--- src/rtl/hazard_scoreboard_pkg.sv ---
// Shared pipeline constants for the ID->EXE hazard scoreboard.
package hazard_scoreboard_pkg;
   localparam int REG_IDX_W        = 4;
   localparam int NUM_REGS         = 16;
   localparam int SR_IDX           = 16;    // scoreboard slot used for NZCV
   localparam int MAX_INFLIGHT_DEF = 3;
   localparam int CNT_W_DEF        = 2;
   localparam int FL_CNT_W         = 3;     // holds BR_PENALTY-1 for BR_PENALTY up to 7

   typedef logic [REG_IDX_W-1:0] reg_idx_t;

   // True when a 4-bit register index selects scoreboard slot n.
   function automatic logic sel_hit(input reg_idx_t idx, input int n);
      return (idx == reg_idx_t'(n));
   endfunction
endpackage

--- src/rtl/hazard_scoreboard_sb_counter.sv ---
// One scoreboard slot: saturating up/down count of in-flight writes.
// underflow flags a retire arriving while nothing is outstanding.
module sb_counter
   import hazard_scoreboard_pkg::*;
#(
   parameter int CNT_W   = CNT_W_DEF,
   parameter int MAX_VAL = MAX_INFLIGHT_DEF
) (
   input  logic             clk,
   input  logic             rst,
   input  logic             inc,
   input  logic             dec,
   output logic [CNT_W-1:0] cnt,
   output logic             underflow
);
   localparam logic [CNT_W-1:0] CNT_MAX  = CNT_W'(MAX_VAL);
   localparam logic [CNT_W-1:0] CNT_ZERO = {CNT_W{1'b0}};
   localparam logic [CNT_W-1:0] CNT_ONE  = CNT_W'(1);

   logic [CNT_W-1:0] cnt_r;
   logic [CNT_W-1:0] cnt_nxt_s;

   // Next count: inc and dec together cancel; both ends saturate.
   always_comb begin
      cnt_nxt_s = cnt_r;
      case ({inc, dec})
         2'b10: begin
            if (cnt_r != CNT_MAX) cnt_nxt_s = cnt_r + CNT_ONE;
            else                  cnt_nxt_s = cnt_r;
         end
         2'b01: begin
            if (cnt_r != CNT_ZERO) cnt_nxt_s = cnt_r - CNT_ONE;
            else                   cnt_nxt_s = cnt_r;
         end
         default: cnt_nxt_s = cnt_r;
      endcase
   end

   // Count register.
   always_ff @(posedge clk or negedge rst) begin
      if (!rst) cnt_r <= CNT_ZERO;
      else      cnt_r <= cnt_nxt_s;
   end

   assign cnt       = cnt_r;
   assign underflow = dec & (cnt_r == CNT_ZERO);
endmodule

--- src/rtl/hazard_scoreboard.sv ---
// ID->EXE issue control: RAW/full stalls from a per-register scoreboard,
// plus a branch flush window. No forwarding, so any pending write stalls.
module hazard_scoreboard
   import hazard_scoreboard_pkg::*;
#(
   parameter int MAX_INFLIGHT = MAX_INFLIGHT_DEF,
   parameter int CNT_W        = CNT_W_DEF,
   parameter int BR_PENALTY   = 1
) (
   input  logic                 clk,
   input  logic                 rst,
   input  logic                 id_valid,
   input  logic [REG_IDX_W-1:0] id_src1,
   input  logic [REG_IDX_W-1:0] id_src2,
   input  logic                 id_use_src1,
   input  logic                 id_use_src2,
   input  logic                 id_use_sr,
   input  logic [REG_IDX_W-1:0] id_dest,
   input  logic                 id_wb_en,
   input  logic                 id_s,
   input  logic                 exe_b_taken,
   input  logic                 wb_en,
   input  logic [REG_IDX_W-1:0] wb_dest,
   input  logic                 exe_sr_upd,
   output logic                 freeze,
   output logic                 flush,
   output logic                 issue,
   output logic                 err
);
   localparam logic [CNT_W-1:0]    CNT_ZERO = {CNT_W{1'b0}};
   localparam logic [CNT_W-1:0]    CNT_MAX  = CNT_W'(MAX_INFLIGHT);
   localparam logic [FL_CNT_W-1:0] FL_ZERO  = {FL_CNT_W{1'b0}};
   localparam logic [FL_CNT_W-1:0] FL_ONE   = FL_CNT_W'(1);
   localparam logic [FL_CNT_W-1:0] FL_LOAD  = FL_CNT_W'(BR_PENALTY - 1);

   logic [CNT_W-1:0]    reg_cnt_s [NUM_REGS];
   logic [CNT_W-1:0]    sr_cnt_s;
   logic [NUM_REGS-1:0] reg_inc_s;
   logic [NUM_REGS-1:0] reg_dec_s;
   logic [NUM_REGS:0]   uflow_s;
   logic                raw_s, full_s, flush_s, freeze_s, issue_s;
   logic [FL_CNT_W-1:0] fl_cnt_r;
   logic                err_r;

   // Per-register inc/dec strobes; only an issuing instruction claims a slot.
   always_comb begin
      for (int i = 0; i < NUM_REGS; i++) begin
         reg_inc_s[i] = issue_s & id_wb_en & sel_hit(id_dest, i);
         reg_dec_s[i] = wb_en & sel_hit(wb_dest, i);
      end
   end

   for (genvar g = 0; g < NUM_REGS; g++) begin : g_reg
      sb_counter #(.CNT_W(CNT_W), .MAX_VAL(MAX_INFLIGHT)) u_cnt (
         .clk       (clk),
         .rst       (rst),
         .inc       (reg_inc_s[g]),
         .dec       (reg_dec_s[g]),
         .cnt       (reg_cnt_s[g]),
         .underflow (uflow_s[g])
      );
   end

   sb_counter #(.CNT_W(CNT_W), .MAX_VAL(MAX_INFLIGHT)) u_sr_cnt (
      .clk       (clk),
      .rst       (rst),
      .inc       (issue_s & id_s),
      .dec       (exe_sr_upd),
      .cnt       (sr_cnt_s),
      .underflow (uflow_s[SR_IDX])
   );

   // Hazard decision on pre-update scoreboard; flush overrides any stall.
   always_comb begin
      raw_s   = (id_use_src1 & (reg_cnt_s[id_src1] != CNT_ZERO))
              | (id_use_src2 & (reg_cnt_s[id_src2] != CNT_ZERO))
              | (id_use_sr   & (sr_cnt_s != CNT_ZERO));
      full_s  = (id_wb_en & (reg_cnt_s[id_dest] == CNT_MAX))
              | (id_s     & (sr_cnt_s == CNT_MAX));
      flush_s = exe_b_taken | (fl_cnt_r != FL_ZERO);
      if (flush_s) begin
         freeze_s = 1'b0;
         issue_s  = 1'b0;
      end else if (id_valid) begin
         freeze_s = raw_s | full_s;
         issue_s  = ~(raw_s | full_s);
      end else begin
         freeze_s = 1'b0;
         issue_s  = 1'b0;
      end
   end

   // Flush window: a taken branch (re)loads, otherwise count down to idle.
   always_ff @(posedge clk or negedge rst) begin
      if (!rst)                   fl_cnt_r <= FL_ZERO;
      else if (exe_b_taken)       fl_cnt_r <= FL_LOAD;
      else if (fl_cnt_r != FL_ZERO) fl_cnt_r <= fl_cnt_r - FL_ONE;
      else                        fl_cnt_r <= fl_cnt_r;
   end

   // Sticky error on any retire against an empty slot.
   always_ff @(posedge clk or negedge rst) begin
      if (!rst)          err_r <= 1'b0;
      else if (|uflow_s) err_r <= 1'b1;
      else               err_r <= err_r;
   end

   assign freeze = freeze_s;
   assign flush  = flush_s;
   assign issue  = issue_s;
   assign err    = err_r;
endmodule

--- config.mk ---
export PLATFORM = sky130hd
export DESIGN_NAME = hazard_scoreboard
export DESIGN_NICKNAME = d
export VERILOG_FILES = /design/src/rtl/hazard_scoreboard_pkg.sv /design/src/rtl/hazard_scoreboard_sb_counter.sv /design/src/rtl/hazard_scoreboard.sv
export SDC_FILE = /design/constraint.sdc
export NUM_CORES = 1
export LEC_CHECK = 0
export CORE_ASPECT_RATIO = 0.5
export CORE_MARGIN = 2
export CORE_UTILIZATION = 59
export DETAILED_ROUTE_END_ITERATION = 16
export PLACE_DENSITY = 0.8
export SYNTH_ARGS = -nofsm -noshare
export SYNTH_HDL_FRONTEND = slang
export SYNTH_SLANG_ARGS = --single-unit
--- constraint.sdc ---
create_clock -name clk -period 3.9 [get_ports clk]
set_input_delay 0.39 -clock clk [delete_from_list [all_inputs] [get_ports clk]]
set_output_delay 0.39 -clock clk [all_outputs]
set_load 0.005 [all_outputs]
Word level (Yosys, flattened, before mapping)

Cells that the tools add are included.

Add/subtract/negate cells: 35
$mul: 0
Div/mod/pow operators: 0
$lt $le $gt $ge: 3
Equal/unequal tests: 117
Shifts and indexed selects: 0
Mux-type cells: 66
Bitwise gates (word level): 65
Reductions and logical operators: 75

Operators with widths:

| cell                                                                    | count |
|---|---|
| 2-bit two-way mux                                                       | 40 |
| 2-bit nonzero test                                                      | 37 |
| 2-bit one-hot mux with 2 select lines                                   | 17 |
| 2-bit by 1-bit inequality test with 1-bit output, second input constant | 33 |
| 4-bit == test, second input constant                                    | 16 |
| 1-bit AND                                                               | 56 |
| 3-bit AND reduction                                                     | 17 |
| 2-bit == test, second input constant                                    | 19 |
| 2-bit inequality test, second input constant                            | 18 |
| 2-bit by 1-bit adder with 2-bit output, second input constant           | 17 |
| 2-bit by 1-bit == test with 1-bit output, second input constant         | 17 |
| 2-bit logical NOT                                                       | 17 |
| 2-bit by 1-bit subtractor with 2-bit output, second input constant      | 17 |
| 4-bit by 3-bit == test with 1-bit output, second input constant         | 8 |
| 2-bit binary-select mux with 4-bit select                               | 3 |
| 17-bit OR reduction                                                     | 1 |
| 4-bit by 2-bit == test with 1-bit output, second input constant         | 4 |
| 5-bit >= comparator, second input constant                              | 3 |
| 4-bit NOT with 5-bit output                                             | 3 |
| 4-bit by 1-bit == test with 1-bit output, second input constant         | 2 |
| 4-bit logical NOT                                                       | 2 |
| 3-bit two-way mux                                                       | 2 |
| 1-bit bitwise OR                                                        | 5 |
| 1-bit two-way mux                                                       | 4 |
| 3 further kinds                                                         | 3 |

Register bits: 38
Bits in latches: 0
RAM bits: 0
Memory bits (read-only): 0
Bits of input ports: 27
Output and inout bits: 4
Word-level logic and storage cells: 380
Memories: 0

Longest topological paths before layout

Gate-level depths: netlist (run 1).

Word-level depth: 17
Depth in mapped cells: 15
Depth with buffers taken out: 13

By module

From an unflattened synthesis (run 1), not the netlist that was laid out.

Cell total of the unflattened synthesis: 379
Area, all modules: 3352.0 µm²

By module, submodules not included:

| module            | instances | cells each | area each (µm²) |
|---|---|---|---|
| sb_counter        | 17        | 13         | 121.4 |
| hazard_scoreboard | 1         | 158        | 1288.7 |

Least setup slack after synthesis (run 1)

No wires, ideal clock.

Path kind: input-to-reg
From: input id_dest[1]
To: register g_reg[14].u_cnt.cnt_r[0]
Library setup time: 0.126 ns
Arrival time: 2.929 ns
Required time: 3.774 ns
Path slack: 0.845 ns
Stages: 11
Path through: buf_2 mux4_2 a2bb2oi_1 nand4_1 o2bb2ai_1 o311ai_1 clkbuf_1 or4_1 ha_1 o21ai_0 a221o_1

Word-level cells in the longest chain between the ends: 16
Elaborated cells on any way between the ends: 21
Those cells by class: 6 x eq/ne; 6 x mux; 7 x bitwise; 2 x reduce/logical

RTL lines:

| element                                                                                          | RTL line                           | text |
|---|---|---|
| from (decl)                                                                                      | hazard_scoreboard.sv:18            | `input logic [REG_IDX_W-1:0] id_dest,` |
| 4-bit NOT with 5-bit output (not written as such)                                                | hazard_scoreboard.sv:78            | `full_s = (id_wb_en & (reg_cnt_s[id_dest] == CNT_MAX))` |
| 2-bit binary-select mux with 4-bit select                                                        | hazard_scoreboard.sv:78            |  |
| 2-bit two-way mux (not written as such) (2 in series)                                            | hazard_scoreboard.sv:78            |  |
| 2-bit == test                                                                                    | hazard_scoreboard.sv:78            |  |
| 1-bit AND                                                                                        | hazard_scoreboard.sv:78            |  |
| 1-bit bitwise OR                                                                                 | hazard_scoreboard.sv:79            | `\| (id_s & (sr_cnt_s == CNT_MAX));` |
| 1-bit bitwise OR                                                                                 | hazard_scoreboard.sv:86            | `issue_s = ~(raw_s \| full_s);` |
| 1-bit NOT                                                                                        | hazard_scoreboard.sv:86            |  |
| 1-bit two-way mux                                                                                | hazard_scoreboard.sv:84            | `end else if (id_valid) begin` |
| 1-bit two-way mux                                                                                | hazard_scoreboard.sv:81            | `if (flush_s) begin` |
| 1-bit AND                                                                                        | hazard_scoreboard.sv:48            | `reg_inc_s[i] = issue_s & id_wb_en & sel_hit(id_dest, i);` |
| 1-bit AND (*)                                                                                    | hazard_scoreboard.sv:48            |  |
| 2-bit by 1-bit == test with 1-bit output or 2-bit == test (tied branches)                        | hazard_scoreboard_sb_counter.sv:26 | `case ({inc, dec})` |
| 2-bit by 1-bit inequality test with 1-bit output (no line) or 2-bit nonzero test (tied branches) | --                                 |  |
| 3-bit AND reduction (no line)                                                                    | --                                 |  |
| to (signal assigned)                                                                             | hazard_scoreboard_sb_counter.sv:42 | `else cnt_r <= cnt_nxt_s;` |
| to (decl)                                                                                        | hazard_scoreboard_sb_counter.sv:20 | `logic [CNT_W-1:0] cnt_r;` |

Mark *: on every way between the ends. The rest lies on a longest branch, timed or not. The select of a mux whose other input is x is not followed.
A chain may end at the register's enable or synchronous reset.

Final worst setup path (run 1)

From: input id_dest[0]
To: register g_reg[8].u_cnt.cnt_r[1]

Word-level cells in the longest chain between the ends: 16
Elaborated cells on any way between the ends: 21
Those cells by class: 6 x eq/ne; 6 x mux; 7 x bitwise; 2 x reduce/logical

RTL lines:

| element                                                                                          | RTL line |
|---|---|
| 4-bit NOT with 5-bit output (not written as such)                                                | hazard_scoreboard.sv:78 |
| 2-bit binary-select mux with 4-bit select                                                        | hazard_scoreboard.sv:78 |
| 2-bit two-way mux (not written as such) (2 in series)                                            | hazard_scoreboard.sv:78 |
| 2-bit == test                                                                                    | hazard_scoreboard.sv:78 |
| 1-bit AND                                                                                        | hazard_scoreboard.sv:78 |
| 1-bit bitwise OR                                                                                 | hazard_scoreboard.sv:79 |
| 1-bit bitwise OR                                                                                 | hazard_scoreboard.sv:86 |
| 1-bit NOT                                                                                        | hazard_scoreboard.sv:86 |
| 1-bit two-way mux                                                                                | hazard_scoreboard.sv:84 |
| 1-bit two-way mux                                                                                | hazard_scoreboard.sv:81 |
| 1-bit AND                                                                                        | hazard_scoreboard.sv:48 |
| 1-bit AND (*)                                                                                    | hazard_scoreboard.sv:48 |
| 2-bit by 1-bit == test with 1-bit output or 2-bit == test (tied branches)                        | hazard_scoreboard_sb_counter.sv:26 |
| 2-bit by 1-bit inequality test with 1-bit output (no line) or 2-bit nonzero test (tied branches) | -- |
| 3-bit AND reduction (no line)                                                                    | -- |
| to (signal assigned)                                                                             | hazard_scoreboard_sb_counter.sv:42 |
| to (decl)                                                                                        | hazard_scoreboard_sb_counter.sv:20 |

Marks and branches as above.

==> results of run 1 <==
critical path: cells and delay by family:
family	cells	cell delay, ps
multiplexers	1	520
adder cells (fa/ha/maj)	1	380
AO/OA/AOI/OAI	5	840
AND/OR/NAND/NOR	3	770
buffers and inverters	3	880
power by group:
| part | switching (mW) | internal [mW] |
|---|---|---|
| Sequential | 0.228 | 0.511 |
| Clock | 0.161 | 0.254 |
| Combinational | 0.345 | 0.314 |
logic make-up after synthesis:
family | synth area share (%)
flops | 26.1
buf+inv | 7.76
compound gates | 21.4
mux | 7.31
simple gates | 25.5
fa+ha+maj | 11.7
xor+xnor | 0.240
registers in the layout (all words and copies together), names as in the netlist:
| name | flops |
|---|---|
| g.u_cnt.cnt | 32 |
| err | 1 |
| fl_cnt_r | 3 |
| u_sr_cnt.cnt | 2 |
stage by stage:
step / setup TNS, ps / hold WS, ps / power [mW] / cell area (um^2) / utilization (%)
after CTS: 0 / 267 / 1.78 / 4200 / 69.6
after global placement: 0 / 501 / 1.34 / 4040 / 67.0
after global routing: 0 / 297 / 1.93 / 4220 / 69.9
after floorplan: 0 / 94.4 / 1.12 / 3650 / -
after detailed placement: -120 / 505 / 1.36 / 4040 / 67.0
final: 0 / 225 / 1.81 / 4220 / 69.9
timing repair:
action | CTS | global route
setup buffers | 0 | 2
setup endpoints to repair | 2 | 23
pin swaps | 0 | 1
resized for setup | 1 | 1
per-layer routing:
layer,vias up,track usage (%),wire [um]
li1,1746,-,-
met1,1693,42.2,4440
met2,156,42.4,3890
met3,23,8.59,965
met4,0,9.47,208
met5,-,0,0
path summary, 6_finish.rpt:
path,from,to,slack [ps],depth (start not counted)
worst max-delay path,id_dest[0],g_reg[8].u_cnt.cnt[1],280,13
worst min-delay path,rst,g_reg[15].u_cnt.cnt[1],220,1
worst max register to register,g_reg[6].u_cnt.cnt[1],g_reg[8].u_cnt.cnt[1],460,11
worst min register to register,fl_cnt_r[2],fl_cnt_r[2],510,2
max in group asynchronous,rst,u_sr_cnt.cnt[0],3120,1
min in group clk,fl_cnt_r[2],fl_cnt_r[2],510,2
layout by cell type (no fill, tap or decap), types with 4 or more instances in the layout:
master                            Yosys  final
sky130_fd_sc_hd__or4_1               16     16
sky130_fd_sc_hd__nand2b_1            10     10
sky130_fd_sc_hd__nor2b_1             18     18
sky130_fd_sc_hd__o21ai_0             43     43
sky130_fd_sc_hd__buf_4                0      8
sky130_fd_sc_hd__nand2_1             24     24
sky130_fd_sc_hd__or2_2                4      4
sky130_fd_sc_hd__nor2_1              63     63
sky130_fd_sc_hd__clkbuf_16            0      5
sky130_fd_sc_hd__nand3_1             18     18
sky130_fd_sc_hd__o31ai_1              6      6
sky130_fd_sc_hd__clkdlybuf4s50_1      0     29
sky130_fd_sc_hd__a21o_1               6      6
sky130_fd_sc_hd__o22ai_1             10     10
sky130_fd_sc_hd__inv_1               42     42
sky130_fd_sc_hd__mux4_2              10     10
sky130_fd_sc_hd__ha_1                34     34
sky130_fd_sc_hd__dfrtp_1             38     38
sky130_fd_sc_hd__inv_2               17     17
sky130_fd_sc_hd__a21oi_1             29     29
sky130_fd_sc_hd__a211oi_1             4      4
sky130_fd_sc_hd__nor3_1              20     20
cell type report:
class                           count  area, um^2
Multi-Input combinational cell    359        2430
Fill cell                         505        1810
Sequential cell                    38         951
Timing Repair Buffer               38         355
Inverter                           59         221
Clock buffer                        7         143
Tap cell                           88         110
Clock inverter                      1        5.00
==> load_flow_metrics.sql, run 1 <==
INSERT INTO impl_metrics (metric_group, metric, value, unit) VALUES
('logic_synthesis', 'synth_area_per_cell', '7.77', 'um^2'),
('sta', 'setup-violations-final', '0', ''),
('worst_setup_path', 'worst-endpoint-required', '4060', 'ps'),
('worst_setup_path', 'cp_data_arrival_time', '3790', 'ps'),
('sta', 'timing.final.max_slew_violations', '0', ''),
('routing', 'wl_per_cell', '16.1', 'um'),
('floorplanning', 'placeableCoreArea', '0.00603', 'mm^2'),
('sta', 'final.setup.worst_slack', '277', 'ps'),
('logic_synthesis', 'synth_top_flop_cell', 'sky130_fd_sc_hd__dfrtp_1', ''),
('placed_design', 'final_weighted_congestion_in_routability_driven_placement', '1.03', ''),
('sta', 'grt_setup_unrepaired', 'false', ''),
('sta', 'worst_slew_pin_slew', '891', 'ps'),
('floorplanning', 'floorplan.die_area', '0.00686', 'mm^2'),
('final_layout', 'layout.cells.non_filler', '590', ''),
('global_routing', 'via_count_of_the_first_global_routing_pass', '3103', ''),
('final_layout', 'layout.nets', '562', ''),
('worst_setup_path', 'start_kind', 'input pin', ''),
('global_routing', 'grt.overflow.total', '0', ''),
('worst_setup_path', 'critical_path.max_stage_delay', '570', 'ps'),
('clock_network', 'clock_tree.root_cell', 'sky130_fd_sc_hd__clkbuf_16', ''),
('clock_network', 'tritoncts', 'yes', ''),
('worst_setup_path', 'crit_chain', 'clkdlybuf4s50_1 > buf_4 > mux4_2 > a22o_1 > o2bb2ai_1 > o311ai_4 > buf_4 > or4_1 > ha_1 > nor2_1 > nand3_1 > o22ai_1 > a21oi_1', ''),
('logic_synthesis', 'top_post_synthesis_cells_by_area', 'sky130_fd_sc_hd__dfrtp_1 26%, sky130_fd_sc_hd__ha_1 12%, sky130_fd_sc_hd__nor2_1 6.5%', ''),
('global_routing', 'first_pass_grt_wire_length', '15200', 'um'),
('placed_design', 'hpwl', '7270', 'um'),
('floorplanning', 'die-height', '59.6', 'um'),
('routing', 'post-route-drc-count', '0', ''),
('hold_path', 'min-delay-path-class', 'input pin to asynchronous set/reset pin', ''),
('logic_synthesis', 'synthArstFlopShare', '100', '%'),
('logic_synthesis', 'netlist-cell-type-count', '55', ''),
('placed_design', 'port_buffers', '30', ''),
('status', 'outcome', 'complete, no violations', ''),
('routing', 'num_vias', '3618', ''),
('sta', 'finalHoldViolations', '0', ''),
('final_layout', 'fraction_of_layout_instances_using_a_drive_strength_above_1', '10.2', '%'),
('power_and_ir_drop', 'irDropWorstVdd', '279', 'uV'),
('run', 'cap_viol_max_count', '0', ''),
('sta', 'layout_worst_path_cycle_share', '92.9', '%'),
('floorplanning', 'ports_placed_on_the_boundary', '31', ''),
('placed_design', 'place_inst', '580', ''),
('sta', 'finalClockSkew', '3.59', 'ps'),
('placed_design', 'preCtsSetupSlack', '-120', 'ps'),
('clock_network', 'clock_latency', '290', 'ps'),
('global_routing', 'global_route.usage.total', '29.3', '%'),
('logic_synthesis', 'yosys.area.top_type_share', '26.1', '%'),
('floorplanning', 'start_util', '60.5', '%'),
('logic_synthesis', 'synth-edff-count', '0', ''),
('clock_network', 'clkSinkCount', '38', ''),
('worst_setup_path', 'critPathCaptureType', 'register', ''),
('worst_setup_path', 'critPathMaxFanout', '13', ''),
('routing', 'first_pass_iters', '5', ''),
('sta', 'max_slew_margin', '40.6', '%'),
('sta', 'achievable-frequency', '0.276', 'GHz'),
('routing', 'vias_per_cell', '6.13', ''),
('clock_network', 'htree_num_levels', '2', ''),
('clock_network', 'clk_path_buf_depth', '2', ''),
('power_and_ir_drop', 'power_density', '430', 'mW/mm^2'),
('routing', 'number_of_drc_violations_after_detailed_routing_iteration_0', '289', ''),
('final_layout', 'area_growth_syn_to_layout', '15.6', '%'),
('power_and_ir_drop', 'static-leakage-power', '1.78', 'nW'),
('routing', 'ant_nets', '0', ''),
('global_routing', 'grt_start_max_net_pins', '39', ''),
('logic_synthesis', 'ys.warnings.count', '0', ''),
('logic_synthesis', 'post-synth-top-area-cell', 'sky130_fd_sc_hd__dfrtp_1', ''),
('final_layout', 'diodes', '0', ''),
('routing', 'wl', '9500', 'um'),
('clock_network', 'numCtsBuffers', '5', ''),
('sta', 'final.min_clock_period', '3620', 'ps'),
('logic_synthesis', 'yosysSeqAreaShare', '26.1', '%'),
('logic_synthesis', 'syn-num-nets', '530', ''),
('clock_network', 'hold_buf_cts', '0', '');
Note: power is estimated with default switching activity, not from simulation.
==> run 2, diff against run 1 <==
Settings changed: SETUP_SLACK_MARGIN from default to 0.2.
==> run 2 against run 1 <==
  * Total power rose by 0.16%
  * Global-route usage rose by 0.20 points
  * Hold slack improved by 10 ps
  * Critical endpoint is now g_reg[14].u_cnt.cnt[1]
  * Largest power group unchanged
  * Highest routed layer unchanged
==> load_flow_metrics.sql, run 2 (same netlist as run 1, synthesis figures left out) <==
INSERT INTO impl_metrics (metric_group, metric, value, unit) VALUES
('floorplanning', 'chipWidth', '115', 'um'),
('placed_design', 'final_weighted_congestion_in_routability_driven_placement', '1.03', ''),
('final_layout', 'layout.nets', '561', ''),
('final_layout', 'diodes', '0', ''),
('status', 'outcome', 'complete, no violations', ''),
('power_and_ir_drop', 'static-leakage-power', '1.78', 'nW'),
('final_layout', 'stdcell_area', '0.00425', 'mm^2'),
('worst_setup_path', 'crit_type', 'input pin to register', ''),
('clock_network', 'clk_pin_slew', '60', 'ps'),
('worst_setup_path', 'timing.critical_path.buf_inv', '3', ''),
('power_and_ir_drop', 'power_density', '427', 'mW/mm^2'),
('global_routing', 'antenna_violations_before_repair', '0', ''),
('floorplanning', 'start_util', '60.5', '%'),
('power_and_ir_drop', 'irDropWorstVdd', '281', 'uV'),
('worst_setup_path', 'critPathMaxFanout', '16', ''),
('worst_setup_path', 'critPathCaptureType', 'register', ''),
('final_layout', 'area_growth_syn_to_layout', '16.6', '%'),
('worst_setup_path', 'crit_top_cell', 'sky130_fd_sc_hd__buf_4', ''),
('placed_design', 'port_buffers', '30', ''),
('clock_network', 'numCtsBuffers', '5', ''),
('final_layout', 'fraction_of_layout_instances_using_a_drive_strength_above_1', '11.2', '%'),
('sta', 'finalHoldViolations', '0', ''),
('routing', 'vias_per_cell', '6.20', ''),
('worst_setup_path', 'crit_chain', 'clkdlybuf4s50_1 > buf_4 > nor3_1 > a211oi_1 > o41ai_1 > o311ai_4 > buf_4 > or4_1 > ha_1 > nor2b_1 > nand3_1 > o21ai_0 > a21oi_1', ''),
('worst_setup_path', 'worst-endpoint-required', '4070', 'ps'),
('sta', 'achievable-frequency', '0.281', 'GHz'),
('floorplanning', 'placeableCoreArea', '0.00603', 'mm^2'),
('global_routing', 'grt.overflow.total', '0', ''),
('run', 'cap_viol_max_count', '0', ''),
('worst_setup_path', 'slowest_stage', 'sky130_fd_sc_hd__clkdlybuf4s50_1', ''),
('floorplanning', 'core.rowCount', '20', ''),
('routing', 'number_of_drc_violations_after_detailed_routing_iteration_0', '293', ''),
('routing', 'num_vias', '3652', ''),
('final_layout', 'most-common-layout-cells', '63 x sky130_fd_sc_hd__nor2_1, 43 x sky130_fd_sc_hd__o21ai_0, 42 x sky130_fd_sc_hd__inv_1', ''),
('sta', 'timing.final.max_slew_violations', '0', ''),
('routing', 'first_pass_iters', '5', ''),
('clock_network', 'tritoncts', 'yes', ''),
('placed_design', 'hpwl', '7270', 'um'),
('placed_design', 'place_inst', '580', ''),
('placed_design', 'post_dp_cell_area', '0.00404', 'mm^2'),
('floorplanning', 'die-height', '59.6', 'um'),
('sta', 'layout_worst_path_cycle_share', '91.2', '%'),
('sta', 'finalClockSkew', '3.30', 'ps'),
('clock_network', 'htree_num_levels', '2', ''),
('worst_setup_path', 'critical_path.max_stage_delay', '580', 'ps'),
('worst_setup_path', 'critical_path.top_delay_family', 'buffers and inverters', ''),
('sta', 'final.min_clock_period', '3560', 'ps'),
('global_routing', 'global_route.usage.total', '29.5', '%'),
('sta', 'worst_slew_pin_slew', '914', 'ps'),
('routing', 'wl_per_cell', '16.4', 'um'),
('floorplanning', 'ports_placed_on_the_boundary', '31', ''),
('clock_network', 'clk_path_buf_depth', '2', ''),
('worst_setup_path', 'start_kind', 'input pin', ''),
('global_routing', 'via_count_of_the_first_global_routing_pass', '3167', ''),
('final_layout', 'largest_register_ffs', '32', ''),
('clock_network', 'clkSinkCount', '38', ''),
('clock_network', 'clock_latency', '290', 'ps'),
('final_layout', 'layout.cells.non_filler', '589', ''),
('hold_path', 'min-delay-path-class', 'input pin to asynchronous set/reset pin', ''),
('final_layout', 'layout.cells.most_common', 'sky130_fd_sc_hd__nor2_1', ''),
('global_routing', 'grt_start_max_net_pins', '39', ''),
('sta', 'max_slew_margin', '39.1', '%'),
('clock_network', 'clock_tree.root_cell', 'sky130_fd_sc_hd__clkbuf_16', ''),
('routing', 'wl', '9630', 'um'),
('routing', 'post-route-drc-count', '0', ''),
('clock_network', 'hold_buf_cts', '0', ''),
('worst_setup_path', 'cp_data_arrival_time', '3730', 'ps'),
('sta', 'setup-violations-final', '0', ''),
('floorplanning', 'floorplan.die_area', '0.00686', 'mm^2'),
('routing', 'ant_nets', '0', ''),
('global_routing', 'first_pass_grt_wire_length', '15400', 'um'),
('sta', 'grt_setup_unrepaired', 'false', '');
==> run 2: layer usage <==
| layer | track usage [%] | up-vias | part of all wire (%) |
|---|---|---|---|
| li1 | - | 1746 | - |
| met1 | 42.3 | 1701 | 46 |
| met2 | 42.4 | 175 | 41 |
| met3 | 8.59 | 30 | 10 |
| met4 | 10.8 | 0 | 2.4 |
| met5 | 0 | - | 0 |
==> run 2: stage by stage <==
step | worst slack [ps] | TNS (ps) | hold slack, ps | total power [mW] | utilization (%)
final | 342 | 0 | 235 | 1.82 | 70.5
after global routing | 214 | 0 | 297 | 1.93 | 70.5
after global placement | 9.18 | 0 | 501 | 1.34 | 67.0
after CTS | 317 | 0 | 267 | 1.79 | 69.9
after floorplan | 845 | 0 | 94.4 | 1.12 | -
after detailed placement | -120 | -120 | 505 | 1.36 | 67.0
==> run 2: final timing paths <==
kind / from / to / slack, ps / cells after the start
max in group asynchronous: rst / u_sr_cnt.cnt[0] / 3090 / 1
min reg2reg: fl_cnt_r[2] / fl_cnt_r[2] / 510 / 2
max reg2reg: g_reg[6].u_cnt.cnt[1] / g_reg[14].u_cnt.cnt[1] / 580 / 12
min in group clk: fl_cnt_r[2] / fl_cnt_r[2] / 510 / 2
min: rst / g_reg[15].u_cnt.cnt[1] / 230 / 1
max: id_src2[0] / g_reg[14].u_cnt.cnt[1] / 340 / 13
==> run 2: worst register-to-register path, delay by kind of cell, from the launching register on <==
family	cells	cell delay, ps
AND/OR/NAND/NOR	4	1140
AO/OA/AOI/OAI	6	1050
flip-flops	1	440
adder cells (fa/ha/maj)	1	350
buffers and inverters	1	220
==> run 2: area by class of cell <==
type                            instances  area (um^2)
Sequential cell                        38          951
Inverter                               59          221
Multi-Input combinational cell        359         2470
Clock buffer                            7          143
Fill cell                             504         1780
Timing Repair Buffer                   37          348
Clock inverter                          1         5.00
Tap cell                               88          110
==> run 2: repair_timing <==
item / 4_1_cts / 5_1_grt
resized for setup: 3 / 5
pin swaps: 1 / 0
buffers inserted: 1 / 0
endpoints found under the setup margin: 2 / 8
==> run 2: power by group <==
group          internal, mW  leakage (nW)  switching [mW]  total [mW]
clock                 0.254        0.0739           0.162       0.415
combinational         0.312          1.22           0.350       0.663
sequential            0.511         0.488           0.227       0.738
